### src/rtl/alu_share_arb_pkg.sv
// Shared definitions for the ALU sharing arbiter.
// - ALU opcode constants as understood by the external ALU.
// - FSM state encoding used by alu_share_arb.
package alu_share_arb_pkg;

    localparam logic [7:0] ALU_OP_NOP  = 8'h00;
    localparam logic [7:0] ALU_OP_ADD  = 8'h01;
    localparam logic [7:0] ALU_OP_SUB  = 8'h02;
    localparam logic [7:0] ALU_OP_SLL  = 8'h03;
    localparam logic [7:0] ALU_OP_SLT  = 8'h04;
    localparam logic [7:0] ALU_OP_SLTU = 8'h05;
    localparam logic [7:0] ALU_OP_XOR  = 8'h06;
    localparam logic [7:0] ALU_OP_SRL  = 8'h07;
    localparam logic [7:0] ALU_OP_SRA  = 8'h08;
    localparam logic [7:0] ALU_OP_OR   = 8'h09;
    localparam logic [7:0] ALU_OP_AND  = 8'h0a;

    typedef enum logic [1:0] {
        StIdle = 2'd0,
        StExec = 2'd1,
        StResp = 2'd2
    } state_e;

endpackage

### src/rtl/alu_share_arb_if.sv
// Bus bundle between two requesters, the arbiter and the external ALU.
// - req<n>_*: request handshake (valid/ready) with opcode and two operands.
// - rsp<n>_*: response handshake (valid/ready) with result.
// - alu_*: operands out to the combinational ALU and its result back.
// master: requester/ALU side. slave: the arbiter.
interface alu_share_arb_if #(
    parameter int unsigned XLEN = 32
);
    logic            req0_valid;
    logic            req0_ready;
    logic [7:0]      req0_op;
    logic [XLEN-1:0] req0_data1;
    logic [XLEN-1:0] req0_data2;
    logic            rsp0_valid;
    logic            rsp0_ready;
    logic [XLEN-1:0] rsp0_res;

    logic            req1_valid;
    logic            req1_ready;
    logic [7:0]      req1_op;
    logic [XLEN-1:0] req1_data1;
    logic [XLEN-1:0] req1_data2;
    logic            rsp1_valid;
    logic            rsp1_ready;
    logic [XLEN-1:0] rsp1_res;

    logic [7:0]      alu_op;
    logic [XLEN-1:0] alu_data1;
    logic [XLEN-1:0] alu_data2;
    logic [XLEN-1:0] alu_res;

    modport master (
        output req0_valid, req0_op, req0_data1, req0_data2, rsp0_ready,
        input  req0_ready, rsp0_valid, rsp0_res,
        output req1_valid, req1_op, req1_data1, req1_data2, rsp1_ready,
        input  req1_ready, rsp1_valid, rsp1_res,
        input  alu_op, alu_data1, alu_data2,
        output alu_res
    );

    modport slave (
        input  req0_valid, req0_op, req0_data1, req0_data2, rsp0_ready,
        output req0_ready, rsp0_valid, rsp0_res,
        input  req1_valid, req1_op, req1_data1, req1_data2, rsp1_ready,
        output req1_ready, rsp1_valid, rsp1_res,
        output alu_op, alu_data1, alu_data2,
        input  alu_res
    );
endinterface

### src/rtl/alu_share_arb_rr_arb2.sv
// Combinational 2-way round-robin grant.
// - req_i: request vector, bit n = requester n.
// - ptr_i: requester that wins when both request.
// - gnt_o: one-hot grant (all zero when nobody requests).
// - id_o:  index of the granted requester (0 when nobody requests).
module rr_arb2 (
    input  logic [1:0] req_i,
    input  logic       ptr_i,
    output logic [1:0] gnt_o,
    output logic       id_o
);
    always_comb begin
        gnt_o = 2'b00;
        id_o  = 1'b0;
        unique case (req_i)
            2'b01: begin
                gnt_o = 2'b01;
                id_o  = 1'b0;
            end
            2'b10: begin
                gnt_o = 2'b10;
                id_o  = 1'b1;
            end
            2'b11: begin
                gnt_o = ptr_i ? 2'b10 : 2'b01;
                id_o  = ptr_i;
            end
            default: begin
                gnt_o = 2'b00;
                id_o  = 1'b0;
            end
        endcase
    end
endmodule

### src/rtl/alu_share_arb.sv
// Shares one external combinational ALU between two requesters.
// A request is accepted in IDLE, its operands drive the ALU for one EXEC
// cycle, and the result is held in RESP until the owning requester takes it.
// - clk, rst_n: clock and asynchronous active-low reset.
// - bus: request/response handshakes for both ports and the ALU interface.
module alu_share_arb
    import alu_share_arb_pkg::*;
#(
    parameter int unsigned RR_INIT = 0,
    parameter int unsigned XLEN    = 32
) (
    input logic            clk,
    input logic            rst_n,
    alu_share_arb_if.slave bus
);
    localparam logic PtrInit = (RR_INIT != 0);

    state_e          state_q, state_d;
    logic            ptr_q;
    logic            owner_q;
    logic [7:0]      op_q;
    logic [XLEN-1:0] data1_q;
    logic [XLEN-1:0] data2_q;
    logic [XLEN-1:0] res_q;

    logic [1:0]      gnt;
    logic            win_id;
    logic            grant;
    logic            owner_rsp_ready;
    logic            rsp_fire;

    rr_arb2 u_arb (
        .req_i ({bus.req1_valid, bus.req0_valid}),
        .ptr_i (ptr_q),
        .gnt_o (gnt),
        .id_o  (win_id)
    );

    // Ready is combinational, so mask it while reset is held to keep outputs quiet.
    assign grant           = rst_n && (state_q == StIdle) && (gnt != 2'b00);
    assign owner_rsp_ready = owner_q ? bus.rsp1_ready : bus.rsp0_ready;
    assign rsp_fire        = (state_q == StResp) && owner_rsp_ready;

    always_ff @(posedge clk or negedge rst_n) begin
        if (!rst_n) begin
            state_q <= StIdle;
        end else begin
            state_q <= state_d;
        end
    end

    always_comb begin
        state_d = state_q;
        unique case (state_q)
            StIdle:  if (grant) state_d = StExec;
            StExec:  state_d = StResp;
            StResp:  if (owner_rsp_ready) state_d = StIdle;
            default: state_d = StIdle;
        endcase
    end

    always_ff @(posedge clk or negedge rst_n) begin
        if (!rst_n) begin
            ptr_q   <= PtrInit;
            owner_q <= 1'b0;
            op_q    <= ALU_OP_NOP;
            data1_q <= '0;
            data2_q <= '0;
            res_q   <= '0;
        end else begin
            if (grant) begin
                owner_q <= win_id;
                op_q    <= win_id ? bus.req1_op    : bus.req0_op;
                data1_q <= win_id ? bus.req1_data1 : bus.req0_data1;
                data2_q <= win_id ? bus.req1_data2 : bus.req0_data2;
            end
            if (state_q == StExec) begin
                res_q <= bus.alu_res;
            end
            // Hand priority to the other side once this owner is served.
            if (rsp_fire) begin
                ptr_q <= ~owner_q;
            end
        end
    end

    always_comb begin
        bus.req0_ready = grant && gnt[0];
        bus.req1_ready = grant && gnt[1];
        bus.alu_op     = ALU_OP_NOP;
        bus.alu_data1  = '0;
        bus.alu_data2  = '0;
        if (state_q == StExec) begin
            bus.alu_op    = op_q;
            bus.alu_data1 = data1_q;
            bus.alu_data2 = data2_q;
        end
        bus.rsp0_valid = (state_q == StResp) && !owner_q;
        bus.rsp1_valid = (state_q == StResp) && owner_q;
        bus.rsp0_res   = res_q;
        bus.rsp1_res   = res_q;
    end
endmodule

### src/flat_wrapper.sv
// flat-port wrapper written by rule: the top's interface ports become plain ports
module alu_share_arb_flat import alu_share_arb_pkg::*;
#(
    parameter int unsigned RR_INIT = 0,
    parameter int unsigned XLEN    = 32
)
  (clk, rst_n, bus_req0_valid, bus_req0_op, bus_req0_data1, bus_req0_data2, bus_rsp0_ready, bus_req0_ready, bus_rsp0_valid, bus_rsp0_res, bus_req1_valid, bus_req1_op, bus_req1_data1, bus_req1_data2, bus_rsp1_ready, bus_req1_ready, bus_rsp1_valid, bus_rsp1_res, bus_alu_op, bus_alu_data1, bus_alu_data2, bus_alu_res);
  alu_share_arb_if #(.XLEN(XLEN)) bus_i ();
  input logic clk;
  input logic rst_n;
  input wire logic [$bits(bus_i.req0_valid)-1:0] bus_req0_valid;
  input wire logic [$bits(bus_i.req0_op)-1:0] bus_req0_op;
  input wire logic [$bits(bus_i.req0_data1)-1:0] bus_req0_data1;
  input wire logic [$bits(bus_i.req0_data2)-1:0] bus_req0_data2;
  input wire logic [$bits(bus_i.rsp0_ready)-1:0] bus_rsp0_ready;
  output wire logic [$bits(bus_i.req0_ready)-1:0] bus_req0_ready;
  output wire logic [$bits(bus_i.rsp0_valid)-1:0] bus_rsp0_valid;
  output wire logic [$bits(bus_i.rsp0_res)-1:0] bus_rsp0_res;
  input wire logic [$bits(bus_i.req1_valid)-1:0] bus_req1_valid;
  input wire logic [$bits(bus_i.req1_op)-1:0] bus_req1_op;
  input wire logic [$bits(bus_i.req1_data1)-1:0] bus_req1_data1;
  input wire logic [$bits(bus_i.req1_data2)-1:0] bus_req1_data2;
  input wire logic [$bits(bus_i.rsp1_ready)-1:0] bus_rsp1_ready;
  output wire logic [$bits(bus_i.req1_ready)-1:0] bus_req1_ready;
  output wire logic [$bits(bus_i.rsp1_valid)-1:0] bus_rsp1_valid;
  output wire logic [$bits(bus_i.rsp1_res)-1:0] bus_rsp1_res;
  output wire logic [$bits(bus_i.alu_op)-1:0] bus_alu_op;
  output wire logic [$bits(bus_i.alu_data1)-1:0] bus_alu_data1;
  output wire logic [$bits(bus_i.alu_data2)-1:0] bus_alu_data2;
  input wire logic [$bits(bus_i.alu_res)-1:0] bus_alu_res;
  assign bus_i.req0_valid = bus_req0_valid;
  assign bus_i.req0_op = bus_req0_op;
  assign bus_i.req0_data1 = bus_req0_data1;
  assign bus_i.req0_data2 = bus_req0_data2;
  assign bus_i.rsp0_ready = bus_rsp0_ready;
  assign bus_req0_ready = bus_i.req0_ready;
  assign bus_rsp0_valid = bus_i.rsp0_valid;
  assign bus_rsp0_res = bus_i.rsp0_res;
  assign bus_i.req1_valid = bus_req1_valid;
  assign bus_i.req1_op = bus_req1_op;
  assign bus_i.req1_data1 = bus_req1_data1;
  assign bus_i.req1_data2 = bus_req1_data2;
  assign bus_i.rsp1_ready = bus_rsp1_ready;
  assign bus_req1_ready = bus_i.req1_ready;
  assign bus_rsp1_valid = bus_i.rsp1_valid;
  assign bus_rsp1_res = bus_i.rsp1_res;
  assign bus_alu_op = bus_i.alu_op;
  assign bus_alu_data1 = bus_i.alu_data1;
  assign bus_alu_data2 = bus_i.alu_data2;
  assign bus_i.alu_res = bus_alu_res;
  alu_share_arb #(.RR_INIT(RR_INIT), .XLEN(XLEN)) u_core (.clk(clk), .rst_n(rst_n), .bus(bus_i));
endmodule
### config.mk
export PLATFORM = sky130hd
export DESIGN_NAME = alu_share_arb_flat
export DESIGN_NICKNAME = d
export VERILOG_FILES = /design/src/rtl/alu_share_arb_pkg.sv /design/src/rtl/alu_share_arb_if.sv /design/src/rtl/alu_share_arb_rr_arb2.sv /design/src/rtl/alu_share_arb.sv /design/src/flat_wrapper.sv
export SDC_FILE = /design/constraint.sdc
export NUM_CORES = 1
export LEC_CHECK = 0
export ABC_AREA = 1
export CAP_MARGIN = 20
export CORE_MARGIN = 2
export CORE_UTILIZATION = 40
export CTS_CLUSTER_DIAMETER = 30
export DETAILED_ROUTE_END_ITERATION = 10
export PLACE_DENSITY = 0.89
export SETUP_SLACK_MARGIN = 0.02
export SYNTH_ARGS = -nofsm -noshare
export SYNTH_HDL_FRONTEND = slang
export SYNTH_HIERARCHICAL = 1
export SYNTH_SLANG_ARGS = --single-unit
### constraint.sdc
create_clock -name clk -period 1.59 [get_ports clk]
set_input_delay 0.2385 -clock clk [delete_from_list [all_inputs] [get_ports clk]]
set_output_delay 0.2385 -clock clk [all_outputs]
set_load 0.02 [all_outputs]
==> impl_metrics.env, run 1 <==
export IMPL_synthTopCellsByArea="dfrtp_1 (44%), nand2_1 (27%), nand3_1 (8.5%)"
export IMPL_clockRootBuffer="clkbuf_16"
export IMPL_ys_warn_count=6
export IMPL_path_buf_inv=2
export IMPL_cpPeakStageDelay_ns=0.42
export IMPL_layout_drive_gt1_share=0.144
export IMPL_wirelength_um=20100
export IMPL_maxSlewHeadroom=0.617
export IMPL_grt_setup_unrepaired="yes"
export IMPL_setup_viol=68
export IMPL_fillers=1305
export IMPL_layout_common_cells="nand2_1 (434), clkdlybuf4s50_1 (178), dfrtp_1 (106), nand3_1 (103), inv_1 (76)"
export IMPL_cts_max_level=3
export IMPL_syn_num_nets=1086
export IMPL_report_final_slew_viol_count=0
export IMPL_fp_dieW_um=128
export IMPL_io_buffers=321
export IMPL_cts_made_buffers=9
export IMPL_initial_core_util=0.405
export IMPL_critical_path_slowest_cell="dfrtp_2"
export IMPL_finalHoldViolCount=0
export IMPL_worst_slack_ns=-0.110
export IMPL_clock_sinks=108
export IMPL_path_depth=7
export IMPL_critPathMaxFanout=3
export IMPL_fp_dieH_um=128
export IMPL_syn_area_um2=6120
export IMPL_row_count=45
export IMPL_min_period_ns=1.70
export IMPL_whs_ns=0.0473
export IMPL_firstDrtPassIters=5
export IMPL_hp_class="input pin to asynchronous set/reset pin"
export IMPL_cpLargestDelayFamily="simple AND/OR/NAND/NOR gates"
export IMPL_grt_max_degree=110
export IMPL_synth_seq_area_share=0.442
export IMPL_grt_pass1_wl_um=31000
export IMPL_setup_tns_ns=-1.75
export IMPL_grt_pass1_vias=6302
export IMPL_wl_per_cell_um=14.6
export IMPL_critPathCapture="bus_req1_ready"
export IMPL_regToRegSetupSlack_ns=0.09
export IMPL_finClkSkew_ns=0.00663
export IMPL_insertion_delay_ns=0.35
export IMPL_finalCritPeriodShare=1.07
export IMPL_ys_seq_elements=108
export IMPL_num_antenna_cells=0
export IMPL_die_area_um2=16300
export IMPL_status="complete, but fails checks"
export IMPL_endpoint_kind="primary output"
export IMPL_dp_hpwl_um=14000
export IMPL_crit_required_ns=1.35
export IMPL_fin_nets=1362
export IMPL_fmax_mhz=588
export IMPL_synthToLayoutAreaGrowth_pct=57.9
export IMPL_ff2ff_path_depth=8
export IMPL_grt_usage=0.239
export IMPL_drt_iter0_drc=397
export IMPL_synth_cell_type_count=18
export IMPL_syn_avg_cell_area_um2=6.77
export IMPL_r2r_start="u_core/ptr_q"
export IMPL_antenna_found_initial=0
export IMPL_synth_cells=904
export IMPL_layout_commonest_cell="nand2_1"
export IMPL_ios=322
export IMPL_postPlaceCellArea_um2=9280
export IMPL_critPathLaunch="u_core/ptr_q"
export IMPL_fin_area_um2=9660
export IMPL_gp_congestion=0.848
export IMPL_cts_tree="yes"
export IMPL_rr_endpoint="u_core/data2_q[6]"
export IMPL_p_leak_nw=5.25
export IMPL_p_per_area_nw_per_um2=1560
export IMPL_coreArea_um2=15100
export IMPL_ant_nets=0
export IMPL_vias=6634
export IMPL_cap_violations=0
export IMPL_cp_start_kind="flip-flop"
export IMPL_max_slew_worst_pin_slew_ns=0.575
export IMPL_cts_clk_slew_worst_paths_ns=0.07
export IMPL_synthDominantCellAreaShare=0.442
export IMPL_overflow=0
export IMPL_drc_errors=0
export IMPL_ir_drop_v=0.000675
export IMPL_path_class="flip-flop to primary output"
export IMPL_synth_top_area_cell="dfrtp_1"
export IMPL_via_per_inst=4.83
export IMPL_clock_path_buffers=2
export IMPL_critical_path_arrival_ns=1.46
export IMPL_crit_chain="nand3_2 > nand2_2 > inv_4 > nand2_4 > nand3_4 > nor2_4 > buf_6"
export IMPL_violations="negative setup slack"
Yosys cell counts, drive strengths merged:
cell and n:
buf 76, clkbuf 12, nand3 106, nand4 1
o21ai 1, inv 81, a21oi 1, dfrtp 108
nand2 440, nor2 78
registers in the layout, summed over array words and instances, names as in the netlist:
name,count
u_core/bus.rsp0_res,32
u_core/data1_q,32
u_core/data2_q,32
u_core/op_q,8
u_core/owner_q,1
u_core/ptr_q,1
u_core/state_q,2
cells by family after synthesis:
group	count (synthesis)	share of synthesized area
and+or+nand+nor	625	0.410
buffers and inverters	169	0.147
DFF	108	0.442
AOI/OAI and AO/OA	2	0.00163
power by group:
group | total, W | internal (W) | switching, W
Sequential | 0.00489 | 0.00403 | 0.000858
Combinational | 0.00786 | 0.00310 | 0.00475
Clock | 0.00229 | 0.00123 | 0.00106
per-layer routing:
metal | vias up | routed length, um | track usage
li1 | 3225 | - | -
met1 | 3060 | 7840 | 0.289
met2 | 297 | 10200 | 0.411
met3 | 52 | 1460 | 0.0634
met4 | 0 | 646 | 0.0827
met5 | - | 0 | 0
worst min-delay path by stage:
stage / cells past startpoint / endpoint
after CTS: 2 / u_core/ptr_q
after global placement: 2 / u_core/ptr_q
after floorplan: 0 / u_core/bus.rsp0_res[0]
final: 2 / u_core/data1_q[17]
after detailed placement: 2 / u_core/owner_q
after global routing: 2 / u_core/state_q[1]
stage by stage:
step,std cells,power (W),util,setup slack (ns)
after floorplan,904,0.00977,-,0.147
after global placement,1350,0.0127,0.615,-0.446
after detailed placement,1350,0.0130,0.615,-0.526
after CTS,1370,0.0148,0.626,-0.0827
after global routing,1373,0.0161,0.640,-0.155
final,1373,0.0150,0.640,-0.110
repair_timing:
item                                    in CTS  in global routing
pin swaps                                    4                  3
resized for setup                          468                 55
endpoints found under the setup margin     214                150
cloned                                       0                  1
setup buffers                                4                  2
hold buffers                                 0                  0
cell type report:
type	count	area, um2	share of cell area
timing repair buffer	353	3430	0.355
sequential	108	2710	0.280
multi-input combinational	627	2680	0.277
inverter	81	309	0.0320
tap	188	235	0.0244
clock buffer	9	225	0.0233
clock inverter	7	73.8	0.00764
No activity file was read; power rests on OpenSTA's default activity.
==> inputs of run 2 (changes only) <==
SLEW_MARGIN = 10   (was default)
==> results of run 2 <==
Final layout, timing and power as in run 1 (identical DEF).
